===== src/rtl/codec_pkg.sv =====
// Shared definitions for the codec ADC-side serial transmitter.
// Latency: n/a (package only).
// Backpressure: n/a (package only).
//
// Contents: default sample width and buffer depth, transmitter FSM state
// encoding, and a saturating 8-bit increment used by the underrun counter.
package codec_pkg;

  localparam int CODEC_DATA_W     = 16;
  localparam int CODEC_FIFO_DEPTH = 4;

  typedef enum logic [1:0] {
    ST_IDLE  = 2'd0,
    ST_LEFT  = 2'd1,
    ST_RIGHT = 2'd2
  } adc_state_e;

  function automatic logic [7:0] sat_inc8(input logic [7:0] v);
    return (v == 8'hFF) ? v : v + 8'd1;
  endfunction

endpackage


===== src/rtl/pair_fifo.sv =====
// Generic synchronous FIFO holding one stereo pair per entry.
// Latency: a pushed word is visible on pop_dat one clock after the push.
// Backpressure: push is dropped when full, pop is ignored when empty.
//
// Ports:
//   clk      - clock, state updates on the falling edge
//   rst_n    - asynchronous active-low reset (empties the FIFO)
//   push     - write push_dat this edge
//   push_dat - WIDTH-bit word to write
//   pop      - retire the head entry this edge
//   pop_dat  - head entry (combinational read of the storage)
//   level    - number of entries currently held, 0..DEPTH
module pair_fifo #(
  parameter int WIDTH = 32,
  parameter int DEPTH = 4
) (
  input  logic                     clk,
  input  logic                     rst_n,
  input  logic                     push,
  input  logic [WIDTH-1:0]         push_dat,
  input  logic                     pop,
  output logic [WIDTH-1:0]         pop_dat,
  output logic [$clog2(DEPTH):0]   level
);

  localparam int AW = $clog2(DEPTH);
  localparam logic [AW-1:0] PTR_ONE = AW'(1);
  localparam logic [AW:0]   LVL_ONE = (AW+1)'(1);
  localparam logic [AW:0]   LVL_MAX = (AW+1)'(DEPTH);

  logic [WIDTH-1:0] mem_q [DEPTH];
  logic [AW-1:0]    wr_ptr_q, wr_ptr_d;
  logic [AW-1:0]    rd_ptr_q, rd_ptr_d;
  logic [AW:0]      level_q, level_d;
  logic             push_ok, pop_ok;

  assign push_ok = push && (level_q != LVL_MAX);
  assign pop_ok  = pop && (level_q != '0);

  // DEPTH is a power of two, so pointer overflow is the modulo wrap.
  always_comb begin
    wr_ptr_d = wr_ptr_q;
    rd_ptr_d = rd_ptr_q;
    level_d  = level_q;
    if (push_ok) wr_ptr_d = wr_ptr_q + PTR_ONE;
    if (pop_ok)  rd_ptr_d = rd_ptr_q + PTR_ONE;
    case ({push_ok, pop_ok})
      2'b10:   level_d = level_q + LVL_ONE;
      2'b01:   level_d = level_q - LVL_ONE;
      default: level_d = level_q;
    endcase
  end

  always_ff @(negedge clk or negedge rst_n) begin
    if (!rst_n) begin
      wr_ptr_q <= '0;
      rd_ptr_q <= '0;
      level_q  <= '0;
    end else begin
      wr_ptr_q <= wr_ptr_d;
      rd_ptr_q <= rd_ptr_d;
      level_q  <= level_d;
    end
  end

  // Storage needs no reset: the level counter gates every read that matters.
  always_ff @(negedge clk) begin
    if (push_ok) mem_q[wr_ptr_q] <= push_dat;
  end

  assign pop_dat = mem_q[rd_ptr_q];
  assign level   = level_q;

endmodule


===== src/rtl/codec_adc_tx.sv =====
// Buffers stereo sample pairs and serialises them left-justified onto AUD_ADCDAT.
// Latency: MSB of a slot appears on the same BCLK falling edge that sees the LRCK change.
// Backpressure: s_ready drops while the pair buffer is full; an empty buffer sends a zero frame.
//
// Ports:
//   AUD_BCLK     - bit clock, all state updates on its falling edge
//   AUD_DACLRCK  - asynchronous active-low reset
//   AUD_ADCLRCK  - frame clock, high = left slot, low = right slot
//   s_valid/s_ready, s_left/s_right - pair input handshake and samples
//   AUD_ADCDAT   - registered serial data, MSB first
//   underrun_cnt - saturating count of frames sent without buffered data
//   fifo_level   - pairs currently buffered
module codec_adc_tx
  import codec_pkg::*;
#(
  parameter int DATA_W     = CODEC_DATA_W,
  parameter int FIFO_DEPTH = CODEC_FIFO_DEPTH
) (
  input  logic                          AUD_BCLK,
  input  logic                          AUD_DACLRCK,
  input  logic                          AUD_ADCLRCK,
  input  logic                          s_valid,
  output logic                          s_ready,
  input  logic [DATA_W-1:0]             s_left,
  input  logic [DATA_W-1:0]             s_right,
  output logic                          AUD_ADCDAT,
  output logic [7:0]                    underrun_cnt,
  output logic [$clog2(FIFO_DEPTH):0]   fifo_level
);

  localparam int LW = $clog2(FIFO_DEPTH) + 1;
  localparam int CW = $clog2(DATA_W + 1);
  localparam logic [LW-1:0] LVL_FULL = LW'(FIFO_DEPTH);
  localparam logic [CW-1:0] CNT_LOAD = CW'(DATA_W - 1);
  localparam logic [CW-1:0] CNT_ONE  = CW'(1);

  typedef struct packed {
    logic [DATA_W-1:0] left;
    logic [DATA_W-1:0] right;
  } pair_t;

  adc_state_e        state_q, state_d;
  logic              lrck_q, lrck_d;
  logic [DATA_W-1:0] sh_l_q, sh_l_d;
  logic [DATA_W-1:0] sh_r_q, sh_r_d;
  logic [CW-1:0]     cnt_q, cnt_d;
  logic              adcdat_q, adcdat_d;
  logic [7:0]        urun_q, urun_d;

  pair_t             push_pair, pop_pair, load_pair;
  logic              push, pop;
  logic [LW-1:0]     level;
  logic              lrck_rise, lrck_fall;
  logic              enter_left, enter_right;

  assign push_pair = '{left: s_left, right: s_right};

  // Ready depends only on the registered level, never on the same-edge pop.
  assign s_ready = (level != LVL_FULL);
  assign push    = s_valid & s_ready;

  // lrck_q holds the frame clock as seen on the previous falling edge.
  assign lrck_d    = AUD_ADCLRCK;
  assign lrck_rise =  AUD_ADCLRCK & ~lrck_q;
  assign lrck_fall = ~AUD_ADCLRCK &  lrck_q;

  assign enter_left  = lrck_rise && ((state_q == ST_IDLE) || (state_q == ST_RIGHT));
  assign enter_right = lrck_fall && (state_q == ST_LEFT);

  // Pop decision uses the pre-edge level, so a pair pushed on this very edge
  // cannot be forwarded and the frame counts as an underrun.
  assign pop = enter_left && (level != '0);

  pair_fifo #(
    .WIDTH (2*DATA_W),
    .DEPTH (FIFO_DEPTH)
  ) u_fifo (
    .clk      (AUD_BCLK),
    .rst_n    (AUD_DACLRCK),
    .push     (push),
    .push_dat (push_pair),
    .pop      (pop),
    .pop_dat  (pop_pair),
    .level    (level)
  );

  always_comb begin
    state_d   = state_q;
    sh_l_d    = sh_l_q;
    sh_r_d    = sh_r_q;
    cnt_d     = cnt_q;
    adcdat_d  = 1'b0;
    urun_d    = urun_q;
    load_pair = '0;

    if (enter_left) begin
      state_d = ST_LEFT;
      if (pop) begin
        load_pair = pop_pair;
      end else begin
        urun_d = sat_inc8(urun_q);
      end
      // MSB goes straight to the output register; the shifter keeps the rest.
      adcdat_d = load_pair.left[DATA_W-1];
      sh_l_d   = {load_pair.left[DATA_W-2:0], 1'b0};
      sh_r_d   = load_pair.right;
      cnt_d    = CNT_LOAD;
    end else if (enter_right) begin
      // Any unsent left bits are abandoned; right sample was parked untouched.
      state_d  = ST_RIGHT;
      adcdat_d = sh_r_q[DATA_W-1];
      sh_r_d   = {sh_r_q[DATA_W-2:0], 1'b0};
      cnt_d    = CNT_LOAD;
    end else if (cnt_q != '0) begin
      // cnt_q counts bits still to send in this slot; it sticks at zero.
      cnt_d = cnt_q - CNT_ONE;
      if (state_q == ST_LEFT) begin
        adcdat_d = sh_l_q[DATA_W-1];
        sh_l_d   = {sh_l_q[DATA_W-2:0], 1'b0};
      end else if (state_q == ST_RIGHT) begin
        adcdat_d = sh_r_q[DATA_W-1];
        sh_r_d   = {sh_r_q[DATA_W-2:0], 1'b0};
      end
    end
  end

  always_ff @(negedge AUD_BCLK or negedge AUD_DACLRCK) begin
    if (!AUD_DACLRCK) begin
      state_q  <= ST_IDLE;
      lrck_q   <= 1'b0;
      sh_l_q   <= '0;
      sh_r_q   <= '0;
      cnt_q    <= '0;
      adcdat_q <= 1'b0;
      urun_q   <= 8'd0;
    end else begin
      state_q  <= state_d;
      lrck_q   <= lrck_d;
      sh_l_q   <= sh_l_d;
      sh_r_q   <= sh_r_d;
      cnt_q    <= cnt_d;
      adcdat_q <= adcdat_d;
      urun_q   <= urun_d;
    end
  end

  assign AUD_ADCDAT   = adcdat_q;
  assign underrun_cnt = urun_q;
  assign fifo_level   = level;

endmodule


===== config.mk =====
export PLATFORM = sky130hd
export DESIGN_NAME = codec_adc_tx
export DESIGN_NICKNAME = d
export VERILOG_FILES = /design/src/rtl/codec_pkg.sv /design/src/rtl/pair_fifo.sv /design/src/rtl/codec_adc_tx.sv
export SDC_FILE = /design/constraint.sdc
export NUM_CORES = 1
export LEC_CHECK = 0
export BUFFER_PORTS_ARGS = -buffer_cell sky130_fd_sc_hd__clkbuf_2
export CORE_UTILIZATION = 30
export CTS_BUF_LIST = sky130_fd_sc_hd__clkbuf_8
export DETAILED_ROUTE_END_ITERATION = 8
export SYNTH_ARGS = -nofsm -noshare
export SYNTH_HDL_FRONTEND = slang
export SYNTH_HIERARCHICAL = 1
export SYNTH_SLANG_ARGS = --single-unit
export TNS_END_PERCENT = 30

===== constraint.sdc =====
create_clock -name AUD_BCLK -period 2.6 [get_ports AUD_BCLK]
set_clock_uncertainty 0.05 [all_clocks]
set_input_delay 0.65 -clock AUD_BCLK [delete_from_list [all_inputs] [get_ports AUD_BCLK]]
set_output_delay 0.65 -clock AUD_BCLK [all_outputs]
set_load 0.05 [all_outputs]

# After elaboration in Yosys (flattened, before gate mapping)
# Memories as Yosys holds them, arrays and structs flattened.
# Cells that the tools add are included.
dict set report totals {
  regBits 56
  latchBits 0
  ram_bits 128
  rom_bits 0
  input_bits 36
  output_inout_bits 13
  mem_count 1
}
dict set report classes {
  add_sub_neg 6
  multipliers 0
  div 0
  magnitude_cmp 0
  eq_ne 8
  shifts 0
  mux 23
  bitwise_logic 7
  n_reduce_logical 18
}
# name depth word_bits rd rd_ports_with_merged_regs wr line
set memory_table {}
lappend memory_table {u_fifo.mem_q 4 32 1 0 1 pair_fifo.sv:31} ;# logic [WIDTH-1:0] mem_q [DEPTH];
# cell n
set op_table {}
lappend op_table {{$mux 16} 9}
lappend op_table {{$mux 32} 1}
lappend op_table {{$mux 5} 3}
lappend op_table {{$reduce_and 3->1} 3}
lappend op_table {{$reduce_bool 3->1} 3}
lappend op_table {{$add 8x1->8 const B} 1}
lappend op_table {{$eq 8x8->1 const B} 1}
lappend op_table {{$reduce_bool 2->1} 4}
lappend op_table {{$mux 1} 7}
lappend op_table {{$ne 3x3->1 const B} 2}
lappend op_table {{$pmux 3 s2} 1}
lappend op_table {{$logic_and 1x1->1} 5}
lappend op_table {{$reduce_bool 5->1} 1}
lappend op_table {{$sub 5x1->5 const B} 1}
lappend op_table {{$add 2x1->2 const B} 2}
lappend op_table {{$eq 2x1->1 const B} 2}
lappend op_table {{$eq 2x2->1 const B} 2}
lappend op_table {{$mux 2} 2}
lappend op_table {{$not 1->1} 4}
lappend op_table {{$add 3x1->3 const B} 1}
lappend op_table {{$and 1x1->1} 3}
lappend op_table {{$sub 3x1->3 const B} 1}
lappend op_table {{$logic_not 2->1} 1}
lappend op_table {{$ne 2x2->1 const B} 1}
lappend op_table {{$logic_or 1x1->1} 1}

# Depth between registers and ports, before layout
# Gate-level depths: netlist of the first run.
dict set report logic_depth {
  word_depth 7
  ltp_mapped 12
  depth_no_buf 12
}

# By module
# The synthesis of the first run kept the hierarchy.
# mod instances cells_each area_per_inst_um2
set modules_own_cells {}
lappend modules_own_cells {pair_fifo 1 205 5093.6}
lappend modules_own_cells {codec_adc_tx 1 237 2277.2}

==> run metrics, run 1 <==
initial antenna violation count 1; Critical Path Sink Type flip-flop; Synth cell types between 50 and 60; die width approximately 160 µm; final instance area 10200 µm²; initial cell density of the core 0.310; Seq/Total Area, Yosys 0.708; Overflow after GRT 0; placed cell areas around 8500 µm²; Worst-path clk slew approximately 60 ps; IO buf count 48; register bit total from synthesis about 180; Synth top area share 0.521; Hold Path Depth 2; DRC viols 0; # setup viols final 194; cell row count 56; slew at the pin closest to its max-slew limit roughly 630 ps; Pwr Density ~1100 nW/µm²; first-pass GRT wire length 24.9 mm; CORE AREA between 20000 and 25000 µm²; # H-tree levels 4; Clock Sinks roughly 180; CTS Buffer Depth 2; Hold Vio Cnt, Final 0; number of clock buffers inserted by TritonCTS 17; vias in the first global route about 5k; vias 4630; Antenna Cells 0; I/O pin cnt a little under 50; worst reg-to-reg path cell count 8; CP arrival about 2300 ps; dominant synthesized flop cell edfxtp_1; largest net degree at the start of global routing 56; routed wire length per instance about 16 µm; root buffer cell clkbuf_8; Clk Latency, worst-skew pair 480 ps; Syn Area/Cell between 15 and 20 µm²; TritonCTS clock tree yes; Syn Inst Count roughly 440; Max rail drop VDD approximately 0.5 mV; result of the run finished, violations left; Layout area overhead 38.4%; Pins Over Slew Limit 0; final setup margin -763 ps; number of synthesized flops with an enable pin around 130; slew margin rel. 0.576; share of layout cells above drive strength 1 0.386; Synth async-reset ratio 0.301; Max-Cap Viols 0; CP Class in -> reg; Final ANT Viol Nets 0; syn nets around 490; drt pass-1 iters 4; Die H about 160 µm; P_leak between 4 and 5 nW; Fin Hold WS slightly above 400 ps; routed wire length 15.9 mm; Startpoint Class primary input; cell taking the most area after synthesis edfxtp_1; Mapped Area ~7400 µm²; final-stage net count ~740; fin util 0.429; drt initial violations roughly 210; Detailed Place HPWL between 9 and 10 mm; Worst Path Max Fanout 2; RSZ-0062 raised after global routing yes; total die area around 25000 µm²; failing checks setup timing; GP Congestion roughly 0.78; Tot GR Track Use 0.128; TNS Setup -43550 ps; ranking of synthesized cells by area edfxtp_1 (52%), dfrtn_1 (19%), mux4_2 (8.6%); drt via density between 4 and 5; Worst EP required ~1500 ps; Hold Crit Class reg -> reg; YS warnings 6
## worst paths after layout
check                                             from                     endpoint  slack (ps)
setup reg to reg           underrun_cnt[0]$_DFFE_NN0P_  underrun_cnt[1]$_DFFE_NN0P_         180
setup / recovery                           AUD_ADCLRCK  u_fifo/level[2]$_DFFE_NN0P_        -760
hold reg to reg                 sh_r_q[12]$_DFFE_NN0P_       sh_r_q[12]$_DFFE_NN0P_         400
hold / removal                  sh_r_q[12]$_DFFE_NN0P_       sh_r_q[12]$_DFFE_NN0P_         400
max in group asynchronous                  AUD_DACLRCK        sh_r_q[8]$_DFFE_NN0P_         840
min in group asynchronous                  AUD_DACLRCK         cnt_q[4]$_DFFE_NN0P_        1360
## report_power, final
part	leakage, nW	internal (mW)	switching (mW)	total [mW]
clock network	0.884	1.11	1.51	2.63
logic	1.55	2.16	2.10	4.26
registers	1.84	3.99	0.389	4.38
total	4.27	7.26	4.00	11.3
## cells in the final DEF, fill, tap and decap left out, types with 3 or more instances in the layout
cell type	count
nor2_1	24
edfxtp_1	128
o21ai_1	11
xnor2_1	5
clkbuf_8	20
nand2b_1	3
xor2_1	5
mux2_4	3
o21ai_2	8
nor3_1	9
nand2_2	8
nor3_2	9
dfrtn_1	55
nand3_1	3
a21oi_1	14
buf_12	23
a22oi_2	16
clkbuf_16	3
mux4_2	28
nor2_2	12
nor2_4	3
buf_6	22
mux4_1	4
nand2_1	13
ha_1	6
buf_8	6
nand4_1	4
inv_1	139
and2_4	6
clkbuf_2	34
buf_4	35
inv_6	5
## metal layers
metal | wire [µm] | vias to the layer above | GRT usage
li1 | - | 2194 | -
met1 | 6520 | 2337 | 0.142
met2 | 8630 | 89 | 0.229
met3 | 674 | 8 | 0.0462
met4 | 82 | 2 | 0.0335
met5 | 12 | - | 0
## per-stage QoR
step,cells,setup WS (ps),total power [mW]
finish,1024,-763,11.3
global route,1024,-832,12.0
CTS,1013,-778,10.9
detailed placement,836,-1260,8.06
global placement,836,-1260,7.93
floorplan,442,-1460,6.84
## registers in the layout, summed over array words and instances (netlist names), 2 cells and up
register and cells:
u_fifo/mem_q 128, sh_r_q 16, sh_l_q 15, underrun_cnt 8, cnt_q 5, u_fifo/level 3, state_q 2, u_fifo/rd_ptr_q 2
u_fifo/wr_ptr_q 2
## cells by family (layout without fill, tap and decap cells)
kind of cell / count (synthesis) / count (layout) / share of synthesized area
adder cells (fa/ha/maj): 8 / 8 / 0.0146
buffers and inverters: 34 / 297 / 0.0275
multiplexers: 37 / 37 / 0.108
AND/OR/NAND/NOR: 110 / 110 / 0.0771
AO/OA/AOI/OAI: 60 / 60 / 0.0530
XOR/XNOR: 10 / 10 / 0.0119
flip-flops: 183 / 183 / 0.708
## layout make-up
class / instances / area (µm²)
Inverter: 12 / 45.0
Multi-Input combinational cell: 225 / 2300
Clock buffer: 20 / 275
Tap cell: 319 / 399
Timing Repair Buffer: 125 / 1360
Clock inverter: 140 / 599
Fill cell: 2097 / 13600
Sequential cell: 183 / 5220
## synth_stat cells (2+ instances only)
cell	number
a21oi_1	15
a22oi_1	16
and2_1	6
buf_12	3
buf_2	8
buf_4	2
clkbuf_1	6
dfrtn_1	55
edfxtp_1	128
ha_1	7
inv_1	13
mux2_2	3
mux4_1	4
mux4_2	28
nand2_1	21
nand2b_1	3
nand3_1	3
nand4_1	4
nor2_1	38
nor2b_1	2
nor3_1	18
o21ai_0	17
o21ai_1	2
or3_1	3
xnor2_1	5
xor2_1	5
## worst max-delay path, stage by stage
cell and delay (ps):
buf_8 70, or3b_4 400, nor2_4 100, o31a_1 200, ha_4 150, inv_2 30
fa_2 320, xor2_1 160, nor2_1 110, xor2_1 80
## what timing repair did
| action | 4_1_cts | 5_1_grt |
|---|---|---|
| gates cloned | 3 | 4 |
| setup endpoints to repair | 191 | 195 |
| hold buffers | 0 | 0 |
| pin swaps | 14 | 23 |
| setup buffers | 16 | 15 |
| gates resized for setup | 98 | 65 |
Note: power is estimated with default switching activity, not from simulation.
==> run 2, diff against run 1 <==
--- a/config.mk
+++ b/config.mk
@@ -9,8 +9,10 @@
 export CORE_UTILIZATION = 30
 export CTS_BUF_LIST = sky130_fd_sc_hd__clkbuf_8
 export DETAILED_ROUTE_END_ITERATION = 8
+export MAX_ROUTING_LAYER = met4
+export PLACE_DENSITY_LB_ADDON = 0.08
 export SYNTH_ARGS = -nofsm -noshare
 export SYNTH_HDL_FRONTEND = slang
 export SYNTH_HIERARCHICAL = 1
 export SYNTH_SLANG_ARGS = --single-unit
-export TNS_END_PERCENT = 30
+export TNS_END_PERCENT = 1
==> run metrics, run 2 (synthesis results as in run 1) <==
Hold Crit Class reg -> reg; drt via density 4.54; IO buf count 48; vias in the first global route about 4.9k; fillers approximately 2.3k; # H-tree levels 4; Post-CTS Hold Buffers 0; Worst-path clk slew ~70 ps; initial antenna violation count 0; Startpoint Class primary input; first-pass GRT wire length about 25 mm; CP arrival roughly 2300 ps; # setup viols final about 190; CORE AREA around 24000 µm²; Clock Sinks around 180; CP Class in -> reg; Antenna Cells 0; placed instance count roughly 830; Detailed Place HPWL approximately 9.1 mm; placed cell areas approximately 8400 µm²; P_sw between 3 and 4 mW; total die area between 20000 and 30000 µm²; Sw Ratio 0.361; register share of total power 0.410; largest net degree at the start of global routing between 50 and 60; slew margin rel. 0.637; vias around 4.5k; Max-Cap Viols 0; TritonCTS clock tree yes; routed wire length ~15 mm; P_leak ~4.0 nW; Tot GR Track Use 0.134; Final ANT Viol Nets 0; worst slack at placement -1290 ps; RSZ-0062 raised after global routing yes; number of clock buffers inserted by TritonCTS 17; number of flip-flops in the largest register 128; Hold Path Depth 2; final-stage net count 700; Critical Path Sink Type flip-flop; Layout area overhead 28.8%; Worst EP required 1520 ps; final setup margin -738 ps; I/O pin cnt slightly below 50; Worst Path Max Fanout 2; Hold Vio Cnt, Final 0; initial cell density of the core 0.310; Comb pwr share 0.326; drt initial violations about 230; routed wire length per instance around 15 µm; Clk Latency, worst-skew pair ~480 ps; DRC viols 0; drt pass-1 iters 4; Pins Over Slew Limit 0; Final Non-Filler Cells just under 1k; root buffer cell clkbuf_8; final instance area about 9500 µm²; Pwr Density approximately 1100 nW/µm²; Die H 159 µm; failing checks setup timing; largest registers u_fifo/mem_q x128, sh_r_q x16, sh_l_q x15; Fin Hold WS 384 ps; most frequent cells in the layout inv_1 (138), edfxtp_1 (128), dfrtn_1 (55), nor2_1 (37), clkbuf_2 (34); share of layout cells above drive strength 1 0.271; slew at the pin closest to its max-slew limit between 500 and 600 ps; GP Congestion between 0.7 and 0.8; Biggest register u_fifo/mem_q; worst reg-to-reg path cell count 12; result of the run finished, violations left; Overflow after GRT 0; TNS Setup -38510 ps; CTS Buffer Depth 2; Max rail drop VDD a little under 0.4 mV; die width between 150 and 200 µm; internal power slightly below 7 mW; commonest non-fill, non-tap cell in the layout inv_1; cell row count between 50 and 60; clock share of power 0.265
run 2: cell type report:
| cell class | instances | area, µm² | area share |
|---|---|---|---|
| Clock buffer | 18 | 248 | 0.0261 |
| Clock inverter | 142 | 679 | 0.0716 |
| Inverter | 12 | 45.0 | 0.00474 |
| Multi-Input combinational cell | 225 | 2030 | 0.214 |
| Sequential cell | 183 | 5220 | 0.550 |
| Tap cell | 319 | 399 | 0.0420 |
| Timing Repair Buffer | 89 | 871 | 0.0917 |
run 2: power by group through the flow:
stage                     Clock, mW  Sequential, mW  Combinational (mW)
after floorplan               0.294            4.48                2.05
after global placement        0.294            4.32                3.35
final                          2.79            4.32                3.43
after global routing           3.20            4.40                3.76
after detailed placement      0.294            4.36                3.39
after CTS                      2.92            4.32                3.49
run 2: what timing repair did:
action                                  CTS  global route
gates resized for setup                  32            17
buffers inserted                          2             1
endpoints found under the setup margin  191           188
pin swaps                                 7             2
run 2: final timing paths:
check                                       startpoint                           to  slack [ps]
min                             sh_r_q[13]$_DFFE_NN0P_       sh_r_q[13]$_DFFE_NN0P_         380
max                                        AUD_ADCLRCK  u_fifo/level[2]$_DFFE_NN0P_        -740
min reg2reg                     sh_r_q[13]$_DFFE_NN0P_       sh_r_q[13]$_DFFE_NN0P_         380
max reg2reg                u_fifo/level[0]$_DFFE_NN0P_  u_fifo/level[2]$_DFFE_NN0P_         370
max in group asynchronous                  AUD_DACLRCK        sh_r_q[8]$_DFFE_NN0P_         840
min in group asynchronous                  AUD_DACLRCK  underrun_cnt[2]$_DFFE_NN0P_        1370
run 2: critical path, stage by stage:
cell	delay, ps
buf_6	70
or3b_4	380
nor2_4	100
o31a_1	170
ha_2	190
inv_2	40
fa_2	330
xor2_1	130
nor2_1	60
xor2_1	130
run 2: metal layers:
layer,vias up,global-route usage,wire length (µm)
li1,2112,-,-
met1,2308,0.147,6530
met2,57,0.229,8200
met3,11,0.0371,411
met4,0,0.0534,124
met5,-,-,0
run 2: stage by stage:
step | power (mW) | util
after floorplan | 6.82 | -
after global placement | 7.96 | 0.353
after detailed placement | 8.04 | 0.353
after CTS | 10.7 | 0.398
after global routing | 11.4 | 0.400
final | 10.5 | 0.400
==> run 3, diff against run 2 <==
--- a/config.mk
+++ b/config.mk
@@ -6,7 +6,7 @@
 export NUM_CORES = 1
 export LEC_CHECK = 0
 export BUFFER_PORTS_ARGS = -buffer_cell sky130_fd_sc_hd__clkbuf_2
-export CORE_UTILIZATION = 30
+export CORE_UTILIZATION = 45
 export CTS_BUF_LIST = sky130_fd_sc_hd__clkbuf_8
 export DETAILED_ROUTE_END_ITERATION = 8
 export MAX_ROUTING_LAYER = met4
==> run metrics, run 3 (synthesis results as in run 1) <==
final setup margin -769 ps; slew margin rel. 0.670; Max-Cap Viols 0; Worst EP required 1510 ps; fillers 1379; CP top delay family simple AND/OR/NAND/NOR gates; most frequent CP cell xor2_1; crit path cell chain buf_6 > or3b_4 > nor2_4 > o31a_1 > ha_4 > inv_2 > fa_2 > xor2_1 > nor2_1 > xor2_1; Clock Sinks roughly 180; register share of total power 0.423; initial antenna violation count 0; initial cell density of the core 0.462; vias in the first global route roughly 4.8k; Layout area overhead 25.9%; failing checks setup timing; Final ANT Viol Nets 0; worst slack at placement -1270 ps; Detailed Place HPWL between 8 and 9 mm; GP Congestion between 0.7 and 0.8; cell row count 46; RSZ-0062 raised after global routing yes; Sw Ratio 0.359; worst reg-to-reg path cell count 12; Tot GR Track Use 0.192; Crit-path slowest cell or3b_4; # H-tree levels 4; Biggest register u_fifo/mem_q; origin of the critical flop-to-flop path u_fifo/level[2]$_DFFE_NN0P_; Worst Hold Launch sh_r_q[14]$_DFFE_NN0P_; Hold Vio Cnt, Final 0; drt pass-1 iters 4; P_leak slightly below 4 nW; CP arrival 2280 ps; drt initial violations ~170; Post-CTS Hold Buffers 0; # setup viols final between 150 and 200; clock share of power 0.247; placed instance count 726; first-pass GRT wire length ~23 mm; reg2reg end u_fifo/level[2]$_DFFE_NN0P_; Max rail drop VDD between 0.5 and 0.6 mV; Overflow after GRT 0; most frequent cells in the layout inv_1 (138), edfxtp_1 (128), dfrtn_1 (55), nor2_1 (37), clkbuf_2 (34); CP Class in -> reg; Fin Hold WS ~380 ps; slew at the pin closest to its max-slew limit between 400 and 500 ps; drt via density slightly above 5; routed wire length per instance roughly 16 µm; root buffer cell clkbuf_8; Critical Path Sink Type flip-flop; Pwr Density about 1100 nW/µm²; fin util 0.582; largest net degree at the start of global routing 38; routed wire length 14.1 mm; Pins Over Slew Limit 0; crit-path max cell delay a little under 400 ps; DRC viols 0; hold path endpoint sh_r_q[14]$_DFFE_NN0P_; share of layout cells above drive strength 1 0.272; I/O pin cnt 49; Worst Path Buf+Inv 2; Comb pwr share 0.330; number of flip-flops in the largest register approximately 130; TNS Setup -36240 ps; Worst-path clk slew about 70 ps; number of clock buffers inserted by TritonCTS 17; Startpoint Class primary input; largest registers u_fifo/mem_q x128, sh_r_q x16, sh_l_q x15; die width around 130 µm; internal power 6.54 mW; Worst Path Max Fanout 2; Hold Path Depth 2; Hold Crit Class reg -> reg; TritonCTS clock tree yes; IO buf count 48; Die H 130 µm; CTS Buffer Depth 2; CORE AREA between 15000 and 20000 µm²; Clk Latency, worst-skew pair ~470 ps; P_sw between 3 and 4 mW; commonest non-fill, non-tap cell in the layout inv_1; vias around 4.5k; r2r setup slk between 300 and 400 ps; final-stage net count roughly 700; total die area between 15000 and 20000 µm²; Final Non-Filler Cells just under 900; result of the run finished, violations left; Antenna Cells 0
[run 3: cell count changes in the layout (fill, tap and decap cells not counted), sizes merged]
cell / before / now
buf: 55 / 57
bufinv: 1 / 0
inv: 149 / 150
clkinvlp: 0 / 1
[run 3: area by class of cell]
type | instances | area, µm² | area share
Clock buffer | 17 | 234 | 0.0252
Inverter | 12 | 45.0 | 0.00485
Multi-Input combinational cell | 225 | 2020 | 0.218
Timing Repair Buffer | 92 | 873 | 0.0941
Tap cell | 216 | 270 | 0.0291
Clock inverter | 143 | 614 | 0.0662
Sequential cell | 183 | 5220 | 0.562
[run 3: how the worst max path moves through the flow]
stage / start / to / depth (start not counted)
6_report: AUD_ADCLRCK / u_fifo/level[2]$_DFFE_NN0P_ / 10
2_1_floorplan: AUD_ADCLRCK / u_fifo/level[2]$_DFFE_NN0P_ / 11
3_5_place_dp: AUD_ADCLRCK / u_fifo/level[2]$_DFFE_NN0P_ / 10
3_3_place_gp: AUD_ADCLRCK / u_fifo/level[2]$_DFFE_NN0P_ / 10
4_1_cts: AUD_ADCLRCK / u_fifo/level[2]$_DFFE_NN0P_ / 10
5_1_grt: AUD_ADCLRCK / u_fifo/level[2]$_DFFE_NN0P_ / 10
[run 3: routing by layer]
metal | track usage | part of all wire | wire (µm)
met1 | 0.229 | 0.44 | 6160
met2 | 0.307 | 0.52 | 7260
met3 | 0.0562 | 0.031 | 438
met4 | 0.0800 | 0.013 | 189
met5 | - | 0 | 0
[run 3: stage by stage]
step | total power [mW] | cell area, µm²
2_1_floorplan | 6.82 | 7390
3_3_place_gp | 7.81 | 8230
5_1_grt | 11.0 | 9280
6_report | 10.2 | 9280
4_1_cts | 10.3 | 9220
3_5_place_dp | 7.90 | 8230
[run 3: worst reg2reg max path, cell delays in order, from the launching register on]
cell	delay, ps
dfrtn_1	430
buf_6	110
buf_4	140
nor3_1	50
buf_4	150
nor2_4	110
o31a_1	200
ha_4	160
inv_2	30
fa_2	330
xor2_1	140
nor2_1	60
xor2_1	130
[run 3: power by group through the flow]
| stage | combinational (mW) | sequential (mW) | clock, mW |
|---|---|---|---|
| 2_1_floorplan | 2.05 | 4.48 | 0.294 |
| 3_3_place_gp | 3.21 | 4.30 | 0.294 |
| 3_5_place_dp | 3.26 | 4.34 | 0.294 |
| 4_1_cts | 3.39 | 4.31 | 2.63 |
| 5_1_grt | 3.67 | 4.39 | 2.91 |
| 6_report | 3.36 | 4.32 | 2.52 |
[run 3: timing repair]
item,CTS,global route
pin swaps,6,1
setup endpoints to repair,191,192
gates resized for setup,38,16
setup buffers,2,1
